File: src/rtl/signed_divider_seq.sv
// rtl/signed_divider_seq.sv - sequential signed restoring divider, one quotient bit per clock
// IDLE latches magnitudes and signs, CALC runs DW restoring steps, SIGN applies signs and flags.
module signed_divider_seq #(
  parameter int DW = 8,
  parameter int VW = 4
) (
  input  logic          clk,
  input  logic          reset,
  input  logic          start,
  input  logic [DW-1:0] dividend,
  input  logic [VW-1:0] divisor,
  output logic          busy,
  output logic          done,
  output logic [DW-1:0] quotient,
  output logic [VW-1:0] remainder,
  output logic          div_by_zero,
  output logic          overflow
);

  localparam int CW = $clog2(DW + 1);

  typedef enum logic [1:0] {
    S_IDLE = 2'd0,
    S_CALC = 2'd1,
    S_SIGN = 2'd2
  } state_t;

  state_t        r_state;
  state_t        w_next;

  logic [DW-1:0] r_dvd;
  logic [VW-1:0] r_dvs;
  logic [VW-1:0] r_prem;
  logic [CW-1:0] r_cnt;
  logic          r_sign_q;
  logic          r_sign_r;
  logic          r_dz;
  logic          r_ovf;
  logic          r_busy;
  logic          r_done;
  logic [DW-1:0] r_quot;
  logic [VW-1:0] r_rem;
  logic          r_div_zero;
  logic          r_overflow;

  logic [DW-1:0] w_abs_dvd;
  logic [VW-1:0] w_abs_dvs;
  logic          w_ovf_in;
  logic [VW:0]   w_shift;
  logic          w_ge;
  logic [VW-1:0] w_trial;

  assign w_abs_dvd = dividend[DW-1] ? (~dividend + 1'b1) : dividend;
  assign w_abs_dvs = divisor[VW-1]  ? (~divisor + 1'b1)  : divisor;
  assign w_ovf_in  = (dividend == {1'b1, {(DW-1){1'b0}}}) && (divisor == {VW{1'b1}});

  // The stored partial remainder is always below |divisor| <= 2^(VW-1), so VW bits hold it
  // and only the freshly shifted value needs the extra bit.
  assign w_shift = {r_prem, r_dvd[DW-1]};
  assign w_ge    = (w_shift >= {1'b0, r_dvs});
  assign w_trial = w_shift[VW-1:0] - r_dvs;

  always_ff @(posedge clk) begin
    if (reset) begin
      r_state <= S_IDLE;
    end else begin
      r_state <= w_next;
    end
  end

  always_comb begin
    w_next = r_state;
    case (r_state)
      S_IDLE:  if (start) w_next = S_CALC;
      S_CALC:  if (r_cnt == CW'(DW - 1)) w_next = S_SIGN;
      S_SIGN:  w_next = S_IDLE;
      default: w_next = S_IDLE;
    endcase
  end

  always_ff @(posedge clk) begin
    if (reset) begin
      r_dvd      <= '0;
      r_dvs      <= '0;
      r_prem     <= '0;
      r_cnt      <= '0;
      r_sign_q   <= 1'b0;
      r_sign_r   <= 1'b0;
      r_dz       <= 1'b0;
      r_ovf      <= 1'b0;
      r_busy     <= 1'b0;
      r_done     <= 1'b0;
      r_quot     <= '0;
      r_rem      <= '0;
      r_div_zero <= 1'b0;
      r_overflow <= 1'b0;
    end else begin
      r_done <= 1'b0;
      case (r_state)
        S_IDLE: begin
          if (start) begin
            r_dvd    <= w_abs_dvd;
            r_dvs    <= w_abs_dvs;
            r_sign_q <= dividend[DW-1] ^ divisor[VW-1];
            r_sign_r <= dividend[DW-1];
            r_dz     <= (divisor == '0);
            r_ovf    <= w_ovf_in;
            r_prem   <= '0;
            r_cnt    <= '0;
            r_busy   <= 1'b1;
          end
        end
        S_CALC: begin
          r_prem <= w_ge ? w_trial : w_shift[VW-1:0];
          r_dvd  <= {r_dvd[DW-2:0], w_ge};
          r_cnt  <= r_cnt + 1'b1;
        end
        S_SIGN: begin
          // -128 / -1 needs no special case: the magnitude 128 wraps to 8'h80 on its own.
          if (r_dz) begin
            r_quot <= '0;
            r_rem  <= '0;
          end else begin
            r_quot <= r_sign_q ? (~r_dvd + 1'b1) : r_dvd;
            r_rem  <= r_sign_r ? (~r_prem + 1'b1) : r_prem;
          end
          r_div_zero <= r_dz;
          r_overflow <= r_ovf;
          r_done     <= 1'b1;
          r_busy     <= 1'b0;
        end
        default: ;
      endcase
    end
  end

  assign busy        = r_busy;
  assign done        = r_done;
  assign quotient    = r_quot;
  assign remainder   = r_rem;
  assign div_by_zero = r_div_zero;
  assign overflow    = r_overflow;

endmodule

File: config.mk
export PLATFORM = sky130hd
export DESIGN_NAME = signed_divider_seq
export DESIGN_NICKNAME = d
export VERILOG_FILES = /design/src/rtl/signed_divider_seq.sv
export SDC_FILE = /design/constraint.sdc
export NUM_CORES = 1
export LEC_CHECK = 0
export ABC_AREA = 1
export CAP_MARGIN = 15
export CORE_AREA = 4 4 95 70
export DETAILED_ROUTE_END_ITERATION = 8
export DIE_AREA = 0 0 99 74
export MAX_ROUTING_LAYER = met4
export SLEW_MARGIN = 10
export SYNTH_ARGS = -nofsm -noshare
export SYNTH_HDL_FRONTEND = slang
export SYNTH_SLANG_ARGS = --single-unit
export TNS_END_PERCENT = 100
File: constraint.sdc
create_clock -name clk -period 1.9 [get_ports clk]
set_input_delay 0.285 -clock clk [delete_from_list [all_inputs] [get_ports clk]]
set_output_delay 0.285 -clock clk [all_outputs]
set_load 0.05 [all_outputs]
==> flow_summary.yaml, run 1 <==
worst_setup_path:
  path_cells: "clkdlybuf4s50_1"
  worstSetupPathType: "reg2out"
  critPathRequiredTime_ns: 1.62
  cpLargestDelayFamily: "buffers and inverters"
  rr_worst_depth: 9
  critPathSlowestCell: "clkdlybuf4s50_1"
  cpPeakStageDelay_ns: 0.82
  rrSetupSlack_ns: 0.38
  crit_path_end_kind: "output port"
  critPathMaxFanout: 2
  crit_buf_inv: 1
  worstPathArrival_ns: 1.49
  timing.rr.end: "r_prem[2]"
  worstReg2RegStart: "r_dvs[1]"
  cp-start-kind: "flip-flop"
logic_synthesis:
  syn_nets: 336
  synthTopCellsByCount: "nand2_1 (59), dfxtp_1 (42), a21oi_1 (32)"
  synth.most_common_cell: "nand2_1"
  yosysUniqueCellTypes: 36
  syn_inst: 310
  syn-mean-instance-area_sq_um: 7.31
  synthFlopType: "dfxtp_1"
  synth_top_area_cell: "dfxtp_1"
  synth_edf_count: 0
  ys_warn_count: 0
  async_flop_share_pct: 0
  syn_area_sq_um: 2260
  synth_area_leaders: "dfxtp_1 (37%), nand2_1 (9.8%), a21oi_1 (7.1%)"
  ys_seq_elements: 42
  synth_top_cell_area_share_pct: 37.1
  yosysSeqAreaShare_pct: 37.1
hold_path:
  whs_endpoint: "r_cnt[3]"
  hold_depth: 2
  hp-start: "r_cnt[3]"
  hold_class: "reg2reg"
pwr:
  leakagePower_nw: 1.08
  power_density_nw_per_um2: 834
  ir_drop_mv: 0.329
job:
  max-cap-violations: 0
clock_network:
  htree_levels: 2
  cts.root.buffer_cell: "clkbuf_8"
  cts.path.max_buffers: 2
  cts_made_buffers: 5
  clk_pin_slew_ns: 0.09
  cts_resized: 0
  cts_setup_buffers: 0
  cts.sinks: 42
  clock_latency_ns: 0.31
  cts_tree: "yes"
  hold_buffers: 0
floorplan:
  ios: 31
  die-area_sq_um: 7330
  initial_core_util_pct: 39.9
  die_w_um: 99
  core_sq_um: 5670
  row_count: 23
  die_h_um: 74
finish:
  layout-drive-gt1-share_pct: 10.6
  multi_input_area_sq_um: 1200
  fin_util_pct: 48.0
  nFillCells: 578
  regArea_sq_um: 841
  antenna_cells: 0
  final_nets: 366
  area_growth_pct: 20.1
routing:
  vias_per_cell: 4.97
  num_vias: 2068
  wl_per_cell_um: 13.3
  antenna_left: 0
  wl_um: 5550
  drtIter0Drc: 79
  drcViolationCount: 0
  firstDrtPassIters: 4
global_routing:
  grt_pass1_wl_um: 9450
  grt_use_met3_pct: 3.56
  antenna_found_initial: 0
  grt_usage_pct: 16.9
  grt_max_degree: 23
  use_met2_pct: 23.5
  grtUsageMet1_pct: 24.4
  grt_pass1_vias: 1911
  grt_overflow: 0
  top_usage_layer: "met1"
place:
  port_buffers: 30
  dpl.hpwl_um: 4140
  routabilityCongestion: 0.944
timing:
  hold_viol: 0
  fin_setup_tns_ns: 0
  finalCritPeriodShare_pct: 93.4
  finalCriticalPeriod_ns: 1.77
  drv_slew: 0
  fin_skew_ns: 0.00516
  setup_viol: 0
  timing.hold.ws_ns: 0.466
  fmax_mhz: 563
  tightest_slew_ns: 0.507
  relSlewSlack_pct: 66.1
  rsz0062_at_grt: "false"
run_status:
  status: "finished, final reports clean"
==> logic make-up (layout without fill, tap and decap cells) <==
group / count (synthesis) / in the layout / synth area share [%]
compound gates: 68 / 68 / 16.9
xor+xnor: 3 / 3 / 1.16
fa+ha+maj: 11 / 11 / 6.41
buf+inv: 49 / 80 / 9.67
flops: 42 / 42 / 37.1
simple gates: 137 / 137 / 28.7
==> layer usage <==
metal | share of wire, % | wire length [um]
met4 | 1.2 | 69
met5 | 0 | 0
met1 | 54 | 3030
met2 | 40 | 2210
met3 | 4.5 | 250
==> placed cells by master (no fill, tap or decap), types with 9 or more instances in the layout <==
cell / count
nand2_1: 59
nand3_1: 28
clkdlybuf4s50_1: 30
dfxtp_1: 42
o21ai_1: 11
a21oi_1: 32
o21ai_0: 11
nor2_1: 28
ha_1: 10
inv_1: 28
inv_2: 9
==> power breakdown <==
part / switching, mW / internal (mW)
logic: 0.330 / 0.206
registers: 0.0663 / 0.933
clock network: 0.340 / 0.393
==> through the flow <==
step	area, sq um	power [mW]	cells	setup WS [ns]
floorplan	2260	1.42	310	0.526
global placement	2610	1.54	408	0.211
detailed placement	2610	1.55	408	0.208
CTS	2720	2.28	416	0.121
global route	2720	2.40	416	0.0755
finish	2720	2.27	416	0.125
==> flip-flops by register name (all words and copies together), names as in the netlist, 2 cells and up <==
register   cells
r_dvd          8
quotient       8
r_cnt          4
remainder      4
r_state        2
r_dvs          4
r_prem         4
==> area by class of cell <==
type,instances,share of cell area [%]
clock inverter,2,1.38
tap,75,3.45
multi-input combinational,219,44.3
clock buffer,6,2.67
sequential,42,30.9
inverter,39,5.43
timing repair buffer,33,11.9
==> how the worst max path moves through the flow <==
stage,from,to,slack [ns],cells after the start
floorplan,r_dvd[7],r_prem[2],0.53,8
global placement,dividend[0],r_ovf,0.21,7
detailed placement,dividend[0],r_ovf,0.21,7
CTS,div_by_zero,div_by_zero,0.12,1
global route,div_by_zero,div_by_zero,0.08,1
finish,div_by_zero,div_by_zero,0.13,1
==> worst reg2reg max path, cell delays in order (launching register included) <==
cell     delay [ns]
dfxtp_1        0.35
inv_1          0.09
ha_1           0.30
nand2_1        0.05
nor2_1         0.22
nor2_4         0.07
nand2_2        0.12
nand2_1        0.07
nand3_1        0.07
a21oi_1        0.07
Power figures use the tool's default switching activity.
==> inputs of run 2 (changes only) <==
--- a/config.mk
+++ b/config.mk
@@ -8,6 +8,7 @@
 export ABC_AREA = 1
 export CAP_MARGIN = 15
 export CORE_AREA = 4 4 95 70
+export CTS_CLUSTER_SIZE = 10
 export DETAILED_ROUTE_END_ITERATION = 8
 export DIE_AREA = 0 0 99 74
 export MAX_ROUTING_LAYER = met4
==> results of run 2 <==
Final layout, timing and power as in run 1 (identical DEF).
